**src/rtl/mem_bus_arbiter_if.sv**
```systemverilog
// Signal bundle between the CPU fetch/MEM ports, the arbiter and the external bus.
// Modport master is the arbiter's view; slave is the environment (requesters + bus slave).
interface mem_bus_arbiter_if #(
  parameter int unsigned ADDR_W = 32,
  parameter int unsigned DATA_W = 32
);
  // Fetch port
  logic              inst_req;
  logic [ADDR_W-1:0] inst_addr;
  logic              inst_addr_ok;
  logic              inst_data_ok;
  logic [DATA_W-1:0] inst_rdata;

  // Data port (MEM stage, already lane-translated)
  logic              data_req;
  logic              data_wr;
  logic [3:0]        data_wen;
  logic [ADDR_W-1:0] data_addr;
  logic [DATA_W-1:0] data_wdata;
  logic              data_addr_ok;
  logic              data_data_ok;
  logic [DATA_W-1:0] data_rdata;

  // External sram-like bus
  logic              bus_req;
  logic              bus_wr;
  logic [3:0]        bus_wen;
  logic [ADDR_W-1:0] bus_addr;
  logic [DATA_W-1:0] bus_wdata;
  logic              bus_addr_ok;
  logic              bus_data_ok;
  logic [DATA_W-1:0] bus_rdata;

  modport master (
    input  inst_req, inst_addr,
    output inst_addr_ok, inst_data_ok, inst_rdata,
    input  data_req, data_wr, data_wen, data_addr, data_wdata,
    output data_addr_ok, data_data_ok, data_rdata,
    output bus_req, bus_wr, bus_wen, bus_addr, bus_wdata,
    input  bus_addr_ok, bus_data_ok, bus_rdata
  );

  modport slave (
    output inst_req, inst_addr,
    input  inst_addr_ok, inst_data_ok, inst_rdata,
    output data_req, data_wr, data_wen, data_addr, data_wdata,
    input  data_addr_ok, data_data_ok, data_rdata,
    input  bus_req, bus_wr, bus_wen, bus_addr, bus_wdata,
    output bus_addr_ok, bus_data_ok, bus_rdata
  );
endinterface

```
**src/rtl/mem_bus_arbiter.sv**
```systemverilog
// Shares one sram-like bus between fetch and data ports, one transaction at a time.
// Define ARB_RR_EN for round-robin arbitration; otherwise data has fixed priority.
module mem_bus_arbiter (
  input logic               clk,
  input logic               resetn,
  mem_bus_arbiter_if.master ports
);

  typedef enum logic [2:0] {
    StIdle,
    StAddrI,
    StAddrD,
    StWaitI,
    StWaitD
  } state_e;

  state_e state_q;
  logic   grant_data;

`ifdef ARB_RR_EN
  // 1: data port wins a tie, 0: fetch port wins a tie
  logic ptr_q;
  assign grant_data = ports.data_req & (~ports.inst_req | ptr_q);
`else
  assign grant_data = ports.data_req;
`endif

  always_ff @(posedge clk or negedge resetn) begin
    if (!resetn) begin
      state_q <= StIdle;
`ifdef ARB_RR_EN
      ptr_q   <= 1'b1;
`endif
    end else begin
      case (state_q)
        StIdle: begin
          if (grant_data) begin
            state_q <= StAddrD;
          end else if (ports.inst_req) begin
            state_q <= StAddrI;
          end
        end
        StAddrI: begin
          if (ports.bus_addr_ok) state_q <= StWaitI;
        end
        StAddrD: begin
          if (ports.bus_addr_ok) state_q <= StWaitD;
        end
        StWaitI: begin
          if (ports.bus_data_ok) begin
            state_q <= StIdle;
`ifdef ARB_RR_EN
            ptr_q   <= 1'b1;
`endif
          end
        end
        StWaitD: begin
          if (ports.bus_data_ok) begin
            state_q <= StIdle;
`ifdef ARB_RR_EN
            ptr_q   <= 1'b0;
`endif
          end
        end
        default: state_q <= StIdle;
      endcase
    end
  end

  // Bus fields and handshakes are a pure decode of the owner state, so an
  // asynchronous reset clears every output without waiting for a clock.
  always_comb begin
    ports.bus_req      = 1'b0;
    ports.bus_wr       = 1'b0;
    ports.bus_wen      = '0;
    ports.bus_addr     = '0;
    ports.bus_wdata    = '0;
    ports.inst_addr_ok = 1'b0;
    ports.inst_data_ok = 1'b0;
    ports.inst_rdata   = '0;
    ports.data_addr_ok = 1'b0;
    ports.data_data_ok = 1'b0;
    ports.data_rdata   = '0;
    case (state_q)
      StAddrI: begin
        ports.bus_req      = 1'b1;
        ports.bus_addr     = ports.inst_addr;
        ports.inst_addr_ok = ports.bus_addr_ok;
      end
      StAddrD: begin
        ports.bus_req      = 1'b1;
        ports.bus_wr       = ports.data_wr;
        ports.bus_wen      = ports.data_wen;
        ports.bus_addr     = ports.data_addr;
        ports.bus_wdata    = ports.data_wdata;
        ports.data_addr_ok = ports.bus_addr_ok;
      end
      StWaitI: begin
        ports.inst_data_ok = ports.bus_data_ok;
        if (ports.bus_data_ok) ports.inst_rdata = ports.bus_rdata;
      end
      StWaitD: begin
        ports.data_data_ok = ports.bus_data_ok;
        if (ports.bus_data_ok) ports.data_rdata = ports.bus_rdata;
      end
      default: ;
    endcase
  end

`ifndef SYNTHESIS
  // Requesters must hold req until their address is accepted.
  assert property (@(posedge clk) disable iff (!resetn)
    (state_q == StAddrI) |-> ports.inst_req);
  assert property (@(posedge clk) disable iff (!resetn)
    (state_q == StAddrD) |-> ports.data_req);
  assert property (@(posedge clk) disable iff (!resetn)
    !(ports.inst_addr_ok && ports.data_addr_ok) && !(ports.inst_data_ok && ports.data_data_ok));
`endif

endmodule
```
**src/flat_wrapper.sv**
```systemverilog
// flat-port wrapper written by rule: the top's interface ports become plain ports
module mem_bus_arbiter_flat 
  (clk, resetn, ports_inst_req, ports_inst_addr, ports_inst_addr_ok, ports_inst_data_ok, ports_inst_rdata, ports_data_req, ports_data_wr, ports_data_wen, ports_data_addr, ports_data_wdata, ports_data_addr_ok, ports_data_data_ok, ports_data_rdata, ports_bus_req, ports_bus_wr, ports_bus_wen, ports_bus_addr, ports_bus_wdata, ports_bus_addr_ok, ports_bus_data_ok, ports_bus_rdata);
  mem_bus_arbiter_if ports_i ();
  input logic clk;
  input logic resetn;
  input wire logic [$bits(ports_i.inst_req)-1:0] ports_inst_req;
  input wire logic [$bits(ports_i.inst_addr)-1:0] ports_inst_addr;
  output wire logic [$bits(ports_i.inst_addr_ok)-1:0] ports_inst_addr_ok;
  output wire logic [$bits(ports_i.inst_data_ok)-1:0] ports_inst_data_ok;
  output wire logic [$bits(ports_i.inst_rdata)-1:0] ports_inst_rdata;
  input wire logic [$bits(ports_i.data_req)-1:0] ports_data_req;
  input wire logic [$bits(ports_i.data_wr)-1:0] ports_data_wr;
  input wire logic [$bits(ports_i.data_wen)-1:0] ports_data_wen;
  input wire logic [$bits(ports_i.data_addr)-1:0] ports_data_addr;
  input wire logic [$bits(ports_i.data_wdata)-1:0] ports_data_wdata;
  output wire logic [$bits(ports_i.data_addr_ok)-1:0] ports_data_addr_ok;
  output wire logic [$bits(ports_i.data_data_ok)-1:0] ports_data_data_ok;
  output wire logic [$bits(ports_i.data_rdata)-1:0] ports_data_rdata;
  output wire logic [$bits(ports_i.bus_req)-1:0] ports_bus_req;
  output wire logic [$bits(ports_i.bus_wr)-1:0] ports_bus_wr;
  output wire logic [$bits(ports_i.bus_wen)-1:0] ports_bus_wen;
  output wire logic [$bits(ports_i.bus_addr)-1:0] ports_bus_addr;
  output wire logic [$bits(ports_i.bus_wdata)-1:0] ports_bus_wdata;
  input wire logic [$bits(ports_i.bus_addr_ok)-1:0] ports_bus_addr_ok;
  input wire logic [$bits(ports_i.bus_data_ok)-1:0] ports_bus_data_ok;
  input wire logic [$bits(ports_i.bus_rdata)-1:0] ports_bus_rdata;
  assign ports_i.inst_req = ports_inst_req;
  assign ports_i.inst_addr = ports_inst_addr;
  assign ports_inst_addr_ok = ports_i.inst_addr_ok;
  assign ports_inst_data_ok = ports_i.inst_data_ok;
  assign ports_inst_rdata = ports_i.inst_rdata;
  assign ports_i.data_req = ports_data_req;
  assign ports_i.data_wr = ports_data_wr;
  assign ports_i.data_wen = ports_data_wen;
  assign ports_i.data_addr = ports_data_addr;
  assign ports_i.data_wdata = ports_data_wdata;
  assign ports_data_addr_ok = ports_i.data_addr_ok;
  assign ports_data_data_ok = ports_i.data_data_ok;
  assign ports_data_rdata = ports_i.data_rdata;
  assign ports_bus_req = ports_i.bus_req;
  assign ports_bus_wr = ports_i.bus_wr;
  assign ports_bus_wen = ports_i.bus_wen;
  assign ports_bus_addr = ports_i.bus_addr;
  assign ports_bus_wdata = ports_i.bus_wdata;
  assign ports_i.bus_addr_ok = ports_bus_addr_ok;
  assign ports_i.bus_data_ok = ports_bus_data_ok;
  assign ports_i.bus_rdata = ports_bus_rdata;
  mem_bus_arbiter u_core (.clk(clk), .resetn(resetn), .ports(ports_i));
endmodule
```
**config.mk**
```make
export PLATFORM = sky130hd
export DESIGN_NAME = mem_bus_arbiter_flat
export DESIGN_NICKNAME = d
export VERILOG_FILES = /design/src/rtl/mem_bus_arbiter_if.sv /design/src/rtl/mem_bus_arbiter.sv /design/src/flat_wrapper.sv
export SDC_FILE = /design/constraint.sdc
export NUM_CORES = 1
export LEC_CHECK = 0
export CAP_MARGIN = 20
export CORE_AREA = 2 2 108 110
export DETAILED_ROUTE_END_ITERATION = 8
export DIE_AREA = 0 0 110 112
export PLACE_DENSITY_LB_ADDON = 0.05
export SETUP_SLACK_MARGIN = 0.02
export SLEW_MARGIN = 10
export SYNTH_ARGS = -nofsm -noshare
export SYNTH_HDL_FRONTEND = slang
export SYNTH_SLANG_ARGS = --single-unit
```
**constraint.sdc**
```tcl
create_clock -name clk -period 1.6 [get_ports clk]
set_clock_uncertainty 0.05 [all_clocks]
set_input_delay 0.32 -clock clk [delete_from_list [all_inputs] [get_ports clk]]
set_output_delay 0.32 -clock clk [all_outputs]
set_load 0.02 [all_outputs]
```
==> results.yml <==
global_routing:
  first_global_vias: 2857
  grt_pass1_wl_mm: 15.5
  track_usage: 0.160
  grt_start_max_net_pins: 31
  antenna_found_initial: 0
  grt_overflow: 0
worst_hold_path:
  hp-class: "input port to async pin"
yosys:
  ys_types: 20
  syn_avg_cell_area_um2: 6.72
  yosysSeqAreaShare: 0.0449
  synth-seq-cells: 3
  synthesis.nets: 388
  yosysWarnings: 0
  mappedNetlistArea_um2: 1670
  syn_inst: 249
floorplanning:
  die_w_um: 110
  dieArea_um2: 12300
  start_util: 0.150
  placementRows: 39
  core-area_um2: 11200
  boundaryPins: 277
  die-height_um: 112
place:
  gp_congestion: 0.785
  place_area_um2: 4830
  dp.cells: 657
  dpl_worst_slack_ps: -851
  io_buffers: 276
  post-dp-hpwl_mm: 8.03
final_layout:
  fillers: 1029
  mostFrequentLayoutCell: "clkdlybuf4s50_1"
  design_area_um2: 5830
  nets: 690
  final_cell_mix: "clkdlybuf4s50_1 (137), buf_6 (121), and2_4 (81)"
  diodes: 0
  fin_util: 0.522
  area_growth_pct: 248
  largest_reg_flops: 3
  final_layout_size_suffix_gt1_frac: 0.584
  reg_top3: "u_core.state_q x3"
  final_cells: 693
  top_register: "u_core.state_q"
timing:
  report.final.slew_viol_count: 0
  min_period_over_period: 1.22
  worst_pin_slew_ps: 228
  final.min_clock_period_ps: 1940
  finalSetupViolations: 138
  fmax_ghz: 0.514
  setup_ws_ps: -345
  rsz0062_at_grt: "yes"
  slew_headroom: 0.848
  hold_viol: 0
power_and_ir_drop:
  p_leak_nw: 2.51
  p_clk_frac: 0.050
  share_seq_of_total_power: 0.020
  combinationalPowerShare: 0.930
  p_per_area_nw_per_um2: 1370
  p_int_mw: 4.67
  p_sw_mw: 3.29
  irDropWorstVdd_v: 0.000899
  p_sw_frac: 0.414
critical_path:
  path_delay_family: "buffers and inverters"
  slowest_delay_ps: 420
  cpMaxStageDelayCell: "dfrtp_2"
  crit_fanout: 4
  regToRegStartpoint: "u_core.state_q[2]"
  critPathArrivalTime_ps: 1570
  path_cells: "and4b_2 > buf_6 > buf_12 > buf_16 > and2_4 > buf_6"
  reg2reg_to: "u_core.state_q[2]"
  setup.worst_path.start_class: "flip-flop"
  cp.buffers_inverters: 4
  crit_required_ps: 1230
  ff2ff_setup_slack_ps: 70
  rr_worst_depth: 5
  end_kind: "primary output"
  path_common_cell: "buf_6"
  crit_type: "flip-flop to primary output"
clock_network:
  cts_sinks: 3
  cts.clk_slew.worst_paths_ps: 30
  cts_buffer_depth: 2
  root_buffer: "clkbuf_16"
  numCtsBuffers: 3
  clk_latency_ps: 220
  htreeDepth: 1
  tritoncts: "done"
job:
  drv_cap: 0
detailed_routing:
  wirelength_mm: 11.4
  wl_per_cell_um: 16.5
  drt_pass1_iterations: 4
  vias: 2959
  vias_per_cell: 4.27
  drt.antenna.violating_nets: 0
  drc: 0
  drt-initial-drc-count: 112
outcome:
  violations: "negative setup slack"
  status: "finished with violations"
[power groups by stage]
stage	sequential [mW]	clock (mW)	combinational, mW
2_1_floorplan	0.130	0	3.05
3_3_place_gp	0.156	0	5.57
3_5_place_dp	0.156	0	5.60
4_1_cts	0.156	0.401	6.64
5_1_grt	0.163	0.409	7.85
6_report	0.156	0.397	7.41
[cells by family (layout without fill, tap and decap cells)]
kind of cell | Yosys count | after routing | share of synthesized area
flip-flops | 3 | 3 | 0.0449
buffers and inverters | 29 | 330 | 0.102
AO/OA/AOI/OAI | 36 | 36 | 0.111
multiplexers | 2 | 2 | 0.0127
AND/OR/NAND/NOR | 179 | 179 | 0.730
[per-layer routing]
metal / track usage / routed length (µm)
met5: 0 / 0
met4: 0.0439 / 189
met3: 0.0316 / 950
met2: 0.311 / 6350
met1: 0.168 / 3940
[cell type report]
type,count,area (µm²),area share
Clock buffer,4,78.8,0.0135
Tap cell,143,179,0.0307
Timing Repair Buffer,326,3700,0.635
Sequential cell,3,78.8,0.0135
Multi-Input combinational cell,217,1790,0.307
[Yosys cell counts]
cell type / instances / area share
a31oi_1: 1 / 0.0037
mux2i_1: 1 / 0.0060
clkbuf_2: 3 / 0.0090
nand2b_1: 4 / 0.015
nor2b_1: 1 / 0.0037
clkbuf_1: 8 / 0.018
and4bb_2: 1 / 0.0075
and2_1: 101 / 0.38
and4b_1: 1 / 0.0060
dfrtp_1: 3 / 0.045
buf_6: 4 / 0.027
buf_4: 4 / 0.018
mux2_2: 1 / 0.0067
or3b_2: 2 / 0.010
buf_2: 10 / 0.030
nand3b_1: 65 / 0.29
nor3b_4: 1 / 0.011
a21oi_1: 34 / 0.10
a22o_1: 1 / 0.0052
nor2_1: 3 / 0.0067
[what timing repair did]
action	CTS	global route
resized for setup	838	67
hold buffers	0	0
setup buffers	13	3
hold endpoints to repair	0	0
cloned	9	10
pin swaps	36	33
setup endpoints to repair	138	140
[worst register-to-register path, cell delays in order (launching register included)]
cell,delay [ps]
dfrtp_2,350
buf_4,120
buf_4,170
buf_6,150
or3b_2,460
a21oi_2,150
[per-stage QoR]
stage | hold WS (ps) | TNS, ps | power, mW
after floorplan | -25.6 | 0 | 3.18
after global placement | 465 | -81050 | 5.73
after detailed placement | 466 | -82740 | 5.76
after CTS | 235 | -36160 | 7.20
after global routing | 259 | -43200 | 8.42
final | 237 | -36380 | 7.96
[worst max-delay path by stage]
| stage | start | endpoint | slack, ps | cells after the start |
|---|---|---|---|---|
| floorplan | u_core.state_q[0] | ports_data_rdata[10] | 20 | 4 |
| global placement | ports_bus_data_ok | ports_inst_rdata[22] | -830 | 5 |
| detailed placement | ports_bus_data_ok | ports_inst_rdata[22] | -850 | 5 |
| CTS | u_core.state_q[0] | ports_inst_rdata[23] | -340 | 6 |
| global route | u_core.state_q[0] | ports_bus_wdata[24] | -380 | 6 |
| finish | u_core.state_q[0] | ports_inst_rdata[5] | -340 | 6 |
Power figures use the tool's default switching activity.
